File: src/rtl/dds_freq_meter.sv
// dds_freq_meter: frequency word of a sampled periodic waveform, from the span of 2^AVG_LOG2 rising mid-scale crossings.
// Latency: valid pulses FW_W+2 clk edges after the edge that samples the final crossing (1 detect stage + FW_W divide steps + 1 result load).
// Backpressure: none; start is honoured only in IDLE and not in the clk where valid is high. Optional macro: DDS_FREQ_METER_HYST_EN.
module dds_freq_meter #(
    parameter int DAT_W    = 14,
    parameter int FW_W     = 32,
    parameter int AVG_LOG2 = 3,
    parameter int TMO_W    = 24,
    parameter int HYST     = 64
) (
    input  logic             clk,
    input  logic             rst,
    input  logic             int_dff_en,
    input  logic [DAT_W-1:0] din,
    input  logic             start,
    output logic             busy,
    output logic             valid,
    output logic             timeout,
    output logic [TMO_W-1:0] ticks,
    output logic [FW_W-1:0]  freq_word_out
);

`ifdef DDS_FREQ_METER_HYST_EN
    localparam int HYST_EFF = HYST;
`else
    // Zero band: a crossing is simply "previous enabled sample below mid, current at/above mid".
    localparam int HYST_EFF = 0;
`endif

    localparam int MID     = 1 << (DAT_W - 1);
    localparam int HI_THR  = MID + HYST_EFF;
    localparam int LO_THR  = MID - HYST_EFF;
    localparam int PERIODS = 1 << AVG_LOG2;
    localparam int PER_W   = AVG_LOG2 + 1;
    localparam int REM_W   = TMO_W + 1;
    localparam int BIT_W   = $clog2(FW_W);

    localparam logic [TMO_W-1:0] TICK_MAX = '1;
    localparam logic [PER_W-1:0] PER_LAST = PER_W'(PERIODS - 1);
    localparam logic [BIT_W-1:0] BIT_LAST = BIT_W'(FW_W - 1);
    // Quotient bits above FW_W-1 are zero whenever ticks > 2^AVG_LOG2, so the
    // partial remainder entering the first kept bit is just 2^AVG_LOG2.
    localparam logic [REM_W-1:0] REM_INIT = REM_W'(PERIODS);

    typedef enum logic [2:0] {
        S_IDLE = 3'd0,
        S_ARM  = 3'd1,
        S_MEAS = 3'd2,
        S_DIV  = 3'd3,
        S_DONE = 3'd4
    } state_t;

    state_t           state_q, state_d;

    logic             start_acc;
    int               din_int;
    logic             smp_lo, smp_hi, cross_now;
    logic             low_q, en_q, cross_q;

    logic [TMO_W-1:0] tick_q;
    logic [PER_W-1:0] per_q;
    logic             tmo_q;
    logic             tick_max, fin_cross, div_last;

    logic [TMO_W-1:0] den_q;
    logic [REM_W-1:0] rem_q, rem_shl;
    logic [FW_W-1:0]  quo_q;
    logic [BIT_W-1:0] bit_q;
    logic             q_bit, div_sat;

    logic             valid_q, timeout_q;
    logic [TMO_W-1:0] ticks_q;
    logic [FW_W-1:0]  freq_q;

    // A start coinciding with valid is dropped even though the FSM is already back in IDLE.
    assign start_acc = start && (state_q == S_IDLE) && !valid_q;

    assign din_int   = int'(din);
    assign smp_lo    = (din_int < LO_THR);
    assign smp_hi    = (din_int >= HI_THR);
    assign cross_now = low_q && smp_hi;

    assign tick_max  = (tick_q == TICK_MAX);
    assign fin_cross = cross_q && (per_q == PER_LAST);
    assign div_last  = (bit_q == BIT_LAST);

    assign rem_shl   = {rem_q[REM_W-2:0], 1'b0};
    assign q_bit     = (rem_shl >= {1'b0, den_q});
    assign div_sat   = ({1'b0, den_q} <= REM_INIT);

    // Crossing detector: evaluated on enabled samples only, registered so the FSM sees a clean one-cycle stage.
    always_ff @(posedge clk or posedge rst) begin
        if (rst) begin
            low_q   <= 1'b0;
            en_q    <= 1'b0;
            cross_q <= 1'b0;
        end else if (start_acc) begin
            low_q   <= 1'b0;
            en_q    <= 1'b0;
            cross_q <= 1'b0;
        end else begin
            en_q    <= int_dff_en;
            cross_q <= int_dff_en && cross_now;
            if (int_dff_en) begin
                if (cross_now) begin
                    low_q <= 1'b0;
                end else if (smp_lo) begin
                    low_q <= 1'b1;
                end
            end
        end
    end

    // FSM state register.
    always_ff @(posedge clk or posedge rst) begin
        if (rst) begin
            state_q <= S_IDLE;
        end else begin
            state_q <= state_d;
        end
    end

    // FSM next state: timeout on a saturated tick counter wins over a same-sample crossing.
    always_comb begin
        state_d = state_q;
        case (state_q)
            S_IDLE: begin
                if (start_acc) state_d = S_ARM;
            end
            S_ARM: begin
                if (en_q) begin
                    if (tick_max)     state_d = S_DONE;
                    else if (cross_q) state_d = S_MEAS;
                end
            end
            S_MEAS: begin
                if (en_q) begin
                    if (tick_max)       state_d = S_DONE;
                    else if (fin_cross) state_d = S_DIV;
                end
            end
            S_DIV: begin
                if (div_last) state_d = S_DONE;
            end
            S_DONE: begin
                state_d = S_IDLE;
            end
            default: begin
                state_d = S_IDLE;
            end
        endcase
    end

    // FSM outputs.
    always_comb begin
        busy = (state_q != S_IDLE);
    end

    // Tick/period counting, restoring divider and result registers.
    always_ff @(posedge clk or posedge rst) begin
        if (rst) begin
            tick_q    <= '0;
            per_q     <= '0;
            tmo_q     <= 1'b0;
            den_q     <= '0;
            rem_q     <= '0;
            quo_q     <= '0;
            bit_q     <= '0;
            valid_q   <= 1'b0;
            timeout_q <= 1'b0;
            ticks_q   <= '0;
            freq_q    <= '0;
        end else begin
            valid_q <= 1'b0;
            case (state_q)
                S_IDLE: begin
                    if (start_acc) begin
                        tick_q <= '0;
                        per_q  <= '0;
                        tmo_q  <= 1'b0;
                    end
                end
                S_ARM: begin
                    if (en_q) begin
                        if (tick_max) begin
                            tmo_q <= 1'b1;
                        end else if (cross_q) begin
                            tick_q <= '0;
                        end else begin
                            tick_q <= tick_q + TMO_W'(1);
                        end
                    end
                end
                S_MEAS: begin
                    if (en_q) begin
                        if (tick_max) begin
                            tmo_q <= 1'b1;
                        end else begin
                            tick_q <= tick_q + TMO_W'(1);
                            if (cross_q) begin
                                per_q <= per_q + PER_W'(1);
                                if (per_q == PER_LAST) begin
                                    den_q <= tick_q + TMO_W'(1);
                                    rem_q <= REM_INIT;
                                    quo_q <= '0;
                                    bit_q <= '0;
                                end
                            end
                        end
                    end
                end
                S_DIV: begin
                    rem_q <= q_bit ? (rem_shl - {1'b0, den_q}) : rem_shl;
                    quo_q <= {quo_q[FW_W-2:0], q_bit};
                    bit_q <= bit_q + BIT_W'(1);
                end
                S_DONE: begin
                    valid_q   <= 1'b1;
                    timeout_q <= tmo_q;
                    ticks_q   <= tmo_q ? TICK_MAX : den_q;
                    freq_q    <= tmo_q ? '0 : (div_sat ? '1 : quo_q);
                end
                default: begin
                    valid_q <= 1'b0;
                end
            endcase
        end
    end

    assign valid         = valid_q;
    assign timeout       = timeout_q;
    assign ticks         = ticks_q;
    assign freq_word_out = freq_q;

endmodule

File: config.mk
export PLATFORM = sky130hd
export DESIGN_NAME = dds_freq_meter
export DESIGN_NICKNAME = d
export VERILOG_FILES = /design/src/rtl/dds_freq_meter.sv
export SDC_FILE = /design/constraint.sdc
export NUM_CORES = 1
export LEC_CHECK = 0
export ABC_AREA = 1
export BUFFER_PORTS_ARGS = -buffer_cell sky130_fd_sc_hd__buf_2
export CAP_MARGIN = 20
export CORE_ASPECT_RATIO = 1.75
export CORE_MARGIN = 2
export CORE_UTILIZATION = 29
export CTS_CLUSTER_SIZE = 14
export DETAILED_ROUTE_END_ITERATION = 7
export PLACE_DENSITY = 0.48
export SETUP_SLACK_MARGIN = 0.1
export SYNTH_ARGS = -nofsm -noshare
export SYNTH_HDL_FRONTEND = slang
export SYNTH_SLANG_ARGS = --single-unit
export TNS_END_PERCENT = 5
File: constraint.sdc
create_clock -name clk -period 6.75 [get_ports clk]
set_clock_uncertainty 0.05 [all_clocks]
set_input_delay 0.3375 -clock clk [delete_from_list [all_inputs] [get_ports clk]]
set_output_delay 0.3375 -clock clk [all_outputs]
set_load 0.03 [all_outputs]
==> results of run 1 <==
==> through the flow <==
| stage | cell area (µm²) | utilization [%] | worst slack (ps) |
|---|---|---|---|
| floorplan | 9850 | - | 1530 |
| global placement | 10600 | 31.4 | 3220 |
| detailed placement | 10600 | 31.4 | 3220 |
| CTS | 11100 | 33.1 | 3200 |
| global route | 11100 | 33.1 | 3080 |
| finish | 11100 | 33.1 | 3270 |
==> sequential cells by signal, summed over array words and instances (netlist names) <==
name and flops:
ticks 24, valid 1, low_q 1, quo_q 32
cross_q 1, tmo_q 1, freq_word_out 32, per_q 4
rem_q 24, state_q 3, den_q 24, bit_q 5
tick_q 24, timeout 1, en_q 1
==> worst register-to-register path, stage by stage (launching register included) <==
cell and delay (ps):
dfrtp_1 400, inv_1 100, ha_1 360, nand2_1 130, nor2_1 230, nand3_1 110
nand3b_1 250, nand3_2 620, nand2_2 730, nand3_1 230, nand2_1 120, nand2_1 60
==> cell families (layout without fill, tap and decap cells) <==
family	count (synthesis)	in the layout	synth area share (%)
AO/OA/AOI/OAI	168	168	10.3
buffers and inverters	209	266	8.71
XOR/XNOR	24	24	2.13
adder cells (fa/ha/maj)	29	29	3.76
flip-flops	178	178	45.2
AND/OR/NAND/NOR	672	672	29.8
==> area by class of cell <==
cell class | count | area (µm²) | share of cell area (%)
tap | 455 | 569 | 5.11
timing repair buffer | 71 | 388 | 3.48
inverter | 163 | 619 | 5.56
clock inverter | 13 | 118 | 1.06
clock buffer | 19 | 443 | 3.97
multi-input combinational | 893 | 4550 | 40.9
sequential | 178 | 4450 | 40.0
==> routing by layer <==
metal | wire length, µm | vias up
met5 | 0 | -
met4 | 1130 | 0
met3 | 542 | 65
met2 | 15400 | 152
met1 | 11000 | 4005
li1 | - | 4203
==> synth_stat cells (2+ instances only) <==
| cell type | n | share of area (%) |
|---|---|---|
| dfrtp_1 | 178 | 45 |
| nand2_4 | 3 | 0.34 |
| nand3_1 | 70 | 3.6 |
| nand4_1 | 38 | 2.4 |
| buf_2 | 14 | 0.71 |
| buf_6 | 3 | 0.34 |
| xnor2_1 | 8 | 0.71 |
| inv_2 | 10 | 0.38 |
| nand3_2 | 2 | 0.20 |
| nand2_1 | 409 | 16 |
| nor2_2 | 2 | 0.13 |
| nor3_1 | 10 | 0.51 |
| or2_2 | 5 | 0.32 |
| o21ai_1 | 18 | 0.91 |
| buf_1 | 2 | 0.076 |
| o21ai_2 | 10 | 0.89 |
| nand3b_1 | 20 | 1.5 |
| buf_4 | 9 | 0.69 |
| nor2_1 | 96 | 3.7 |
| clkinv_1 | 3 | 0.11 |
| ha_1 | 28 | 3.6 |
| a21oi_1 | 56 | 2.8 |
| nor4_1 | 4 | 0.25 |
| a22o_1 | 33 | 2.9 |
| clkbuf_1 | 18 | 0.69 |
| and3_1 | 2 | 0.13 |
| nor2_4 | 3 | 0.34 |
| nand2_2 | 2 | 0.13 |
| o21ai_0 | 45 | 2.3 |
| inv_1 | 150 | 5.7 |
| xor2_1 | 16 | 1.4 |
==> power groups by stage <==
| stage | Clock [W] | Sequential, W | Combinational [W] |
|---|---|---|---|
| 2_1_floorplan | 0 | 0.00181 | 0.00162 |
| 3_3_place_gp | 0 | 0.00155 | 0.00254 |
| 5_1_grt | 0.00104 | 0.00158 | 0.00284 |
| 4_1_cts | 0.000998 | 0.00154 | 0.00255 |
| 6_report | 0.000967 | 0.00154 | 0.00253 |
| 3_5_place_dp | 0 | 0.00156 | 0.00254 |
==> final timing paths <==
path	to	slack [ps]
worst max-delay path	rem_q[22]	3270
worst min-delay path	valid	3
worst max register to register	rem_q[22]	3270
worst min register to register	freq_word_out[6]	420
max in group asynchronous	den_q[17]	5260
min in group clk	cross_q	100
==> flow_summary_export.csv, run 1 <==
group,metric,value,unit
hold_path,min_path_type,"input port to async pin",
grt,antenna_found_initial,0,
routing,drc,0,
place,place_inst,1759,
floorplan,die_width,143,µm
timing,finalMaxSlewViolations,0,
routing,via_per_inst,4.70,
synth,synthArstFlopShare,100,%
timing,hold_viol,0,
critical_path,reg2regPathDepth,11,
grt,grt_use_met2,30.9,%
critical_path,critPathLaunchType,"register",
timing,fin_crit_sh,51.6,%
routing,ant_nets,0,
critical_path,worst_ep_required_time,7020,ps
floorplan,die-height,248,µm
critical_path,cp_data_arrival_time,3750,ps
timing,finalSetupTns,0,ps
critical_path,crit_start,"den_q[7]",
critical_path,cp.depth,11,
routing,wire_per_inst,15.7,µm
clock_tree,clk_latency,440,ps
critical_path,cp.buffers_inverters,1,
grt,grt_usage,16.4,%
grt,grt.overflow.total,0,
power,p_int,0.00261,W
clock_tree,cts_num_sinks,178,
synth,synthFlopType,"dfrtp_1",
job,drv_cap,0,
layout,final_cell_mix,"nand2_1 (409), dfrtp_1 (178), inv_1 (149), nor2_1 (94), nand3_1 (70)",
layout,insertedDiodeCount,0,
routing,vias,8425,
synth,yosysWarnings,0,
synth,ys_types,44,
clock_tree,clk_pin_slew,80,ps
critical_path,crit_family,"simple AND/OR/NAND/NOR gates",
place,io_buffers,63,
floorplan,start_util,29.3,%
power,power_density,452,nW/µm²
floorplan,core_area,33600,µm²
critical_path,crit_chain,"inv_1, ha_1, nand2_1, nor2_1, nand3_1, nand3b_1, nand3_2, nand2_2, nand3_1, nand2_1, nand2_1",
power,power.leakage,5.91,nW
timing,setup_viol,0,
critical_path,cpPeakStageDelay,720,ps
place,hpwlAfterDp,20.0,mm
layout,nets,1371,
power,seqPwrFrac,30.5,%
layout,n_fill_cell,3667,
synth,syn-cell-area,9850,µm²
synth,netlist_instances,1280,
power,clkPwrFrac,19.2,%
routing,wirelength,28.1,mm
routing,drtPass1Iterations,6,
grt,grt_pass1_vias,8429,
clock_tree,postCtsSetupBuffers,0,
clock_tree,cts_buffers,17,
critical_path,end_kind,"register",
timing,rsz0062_at_grt,"false",
timing,fin_hold_ws,3.12,ps
critical_path,rr_startpoint,"den_q[7]",
critical_path,crit_slowest_cell,"nand2_2",
critical_path,critPathMostFrequentCell,"nand2_1",
synth,synth_seq_area_share,45.2,%
grt,grtUsageMet3,1.89,%
timing,relSlewSlack,26.9,%
floorplan,fp.dieArea,35500,µm²
synth,synth_nets,1327,
clock_tree,ctsHoldBuffers,0,
floorplan,num_io_pins,77,
grt,grt_pass1_wl,45.0,mm
synth,syn_area_per_cell,7.70,µm²
clock_tree,clk_path_buf_depth,2,
synth,synth-edff-count,0,
clock_tree,cts_tree,"done",
power,combPwrFrac,50.3,%
clock_tree,post_cts_resized,0,
power,power.total,0.00504,W
grt,grt_max_degree,120,
power,power_switching,0.00242,W
grt,busiest_layer,"met2",
timing,tightestPinTransition,1100,ps
layout,drive_above_1_share,11.0,%
routing,detail_route.iter0.violations,474,
layout,final_common_cell,"nand2_1",
critical_path,path_max_fanout,24,
clock_tree,h-tree-depth,4,
timing,period_needed,3480,ps
status,outcome,"finished, final reports clean",
critical_path,criticalPathCategory,"register to register",
synth,ys_ff_latch,178,
grt,grt.met1_usage,17.9,%
power,ir_drop,0.170,mV
layout,syn2layout_area_growth,13.1,%
power,swShare,48.1,%
clock_tree,cts_root_buffer,"clkbuf_16",
timing,max_freq,287,MHz
layout,final_cells,1792,
place,place_congestion,0.919,
floorplan,core.rowCount,89,
(Power assumes the default switching activity.)
==> run 2, diff against run 1 <==
==> constraint.sdc (replaced) <==
create_clock -name clk -period 3.64 [get_ports clk]
set_clock_uncertainty 0.05 [all_clocks]
set_input_delay 0.182 -clock clk [delete_from_list [all_inputs] [get_ports clk]]
set_output_delay 0.182 -clock clk [all_outputs]
set_load 0.03 [all_outputs]
==> flow_summary_export.csv, run 2 (synthesis results as in run 1) <==
group,metric,value,unit
clock_tree,postCtsSetupBuffers,0,
layout,final_core_util,33.6,%
routing,vias,8497,
clock_tree,cts_buffers,17,
clock_tree,cts_num_sinks,178,
critical_path,end_kind,"register",
critical_path,critPathLaunchType,"register",
routing,ant_nets,0,
layout,final_cell_mix,"nand2_1 (409), dfrtp_1 (178), inv_1 (149), nor2_1 (94), nand3_1 (70)",
clock_tree,h-tree-depth,4,
timing,setup_viol,0,
place,io_buffers,63,
clock_tree,clk_pin_slew,70,ps
power,power_density,844,nW/µm²
routing,wirelength,28.7,mm
routing,drc,0,
timing,finalSetupTns,0,ps
floorplan,die_width,143,µm
grt,antenna_found_initial,0,
layout,drive_above_1_share,11.6,%
clock_tree,cts_root_buffer,"clkbuf_16",
grt,grt_pass1_vias,8458,
clock_tree,clk_latency,450,ps
timing,rsz0062_at_grt,"false",
floorplan,die-height,248,µm
job,drv_cap,0,
grt,grt_max_degree,138,
routing,via_per_inst,4.71,
place,place_inst,1770,
place,hpwlAfterDp,21.0,mm
floorplan,start_util,29.3,%
place,place_congestion,0.925,
timing,max_freq,363,MHz
floorplan,num_io_pins,77,
place,placed_area,10700,µm²
critical_path,worst_ep_required_time,3930,ps
clock_tree,clk_path_buf_depth,2,
grt,grt_pass1_wl,45.9,mm
routing,drtPass1Iterations,5,
routing,detail_route.iter0.violations,513,
clock_tree,ctsHoldBuffers,3,
layout,insertedDiodeCount,0,
floorplan,fp.dieArea,35500,µm²
routing,wire_per_inst,15.9,µm
hold_path,min_path_type,"input port to register",
timing,fin_crit_sh,75.6,%
layout,final_common_cell,"nand2_1",
power,power.leakage,5.99,nW
timing,hold_viol,0,
timing,fin_hold_ws,116,ps
layout,final_cells,1805,
critical_path,cp_data_arrival_time,3040,ps
grt,grt_usage,16.9,%
floorplan,core.rowCount,89,
status,outcome,"finished, final reports clean",
clock_tree,cts_tree,"done",
power,ir_drop,0.306,mV
layout,nets,1384,
timing,relSlewSlack,42.1,%
timing,tightestPinTransition,860,ps
floorplan,core_area,33600,µm²
critical_path,criticalPathCategory,"register to register",
grt,grt.overflow.total,0,
critical_path,path_max_fanout,14,
timing,period_needed,2750,ps
layout,syn2layout_area_growth,14.8,%
clock_tree,post_cts_resized,0,
layout,final_area,11300,µm²
timing,finalMaxSlewViolations,0,
## run 2: per-layer routing
metal	GRT usage, %	vias to the layer above	share of wire (%)
met5	0	-	0
met4	8.25	0	4.0
met3	2.57	57	2.4
met2	31.4	150	55
met1	18.3	4062	39
li1	-	4228	-
## run 2: stage by stage
stage          power [W]  setup slack [ps]
2_1_floorplan    0.00638              1130
3_3_place_gp     0.00767               874
3_5_place_dp     0.00769               847
4_1_cts          0.00966               836
5_1_grt           0.0103               649
6_report         0.00954               887
## run 2: final timing paths
kind                                   from                to  slack, ps  cells past startpoint
max                                den_q[9]          rem_q[3]        890                     17
min reg2reg                freq_word_out[8]  freq_word_out[8]        430                      2
max in group asynchronous               rst         tick_q[9]       2470                      4
min in group asynchronous               rst  freq_word_out[4]        370                      4
max reg2reg                        den_q[9]          rem_q[3]        890                     17
min                                   start             tmo_q        120                      5
## run 2: power by group
group	internal [W]	switching, W	leakage, nW
logic	0.00151	0.00328	3.34
clock network	0.00105	0.000855	0.290
registers	0.00249	0.000362	2.36
total	0.00505	0.00449	5.99
## run 2: final cells by class
type	instances	area (µm²)
inverters	163	616
multi-input cells	893	4550
well taps	455	569
clock buffers	20	447
clock inverters	12	148
fillers	3622	22300
repair buffers	84	518
flip-flops and latches	178	4450
## run 2: worst max-delay path, cell delays in order (launching register included)
cell     delay, ps
dfrtp_1        470
inv_1          120
ha_1           360
nand2_1        140
nor2_1          60
buf_4          150
nand2_1         60
nor2_1          40
nand2_1         70
nand3_1         70
nor2_1         130
buf_4          260
nand2_2        190
buf_4          230
nand2_1         70
nand3_1         60
nand2_1        100
inv_1           40
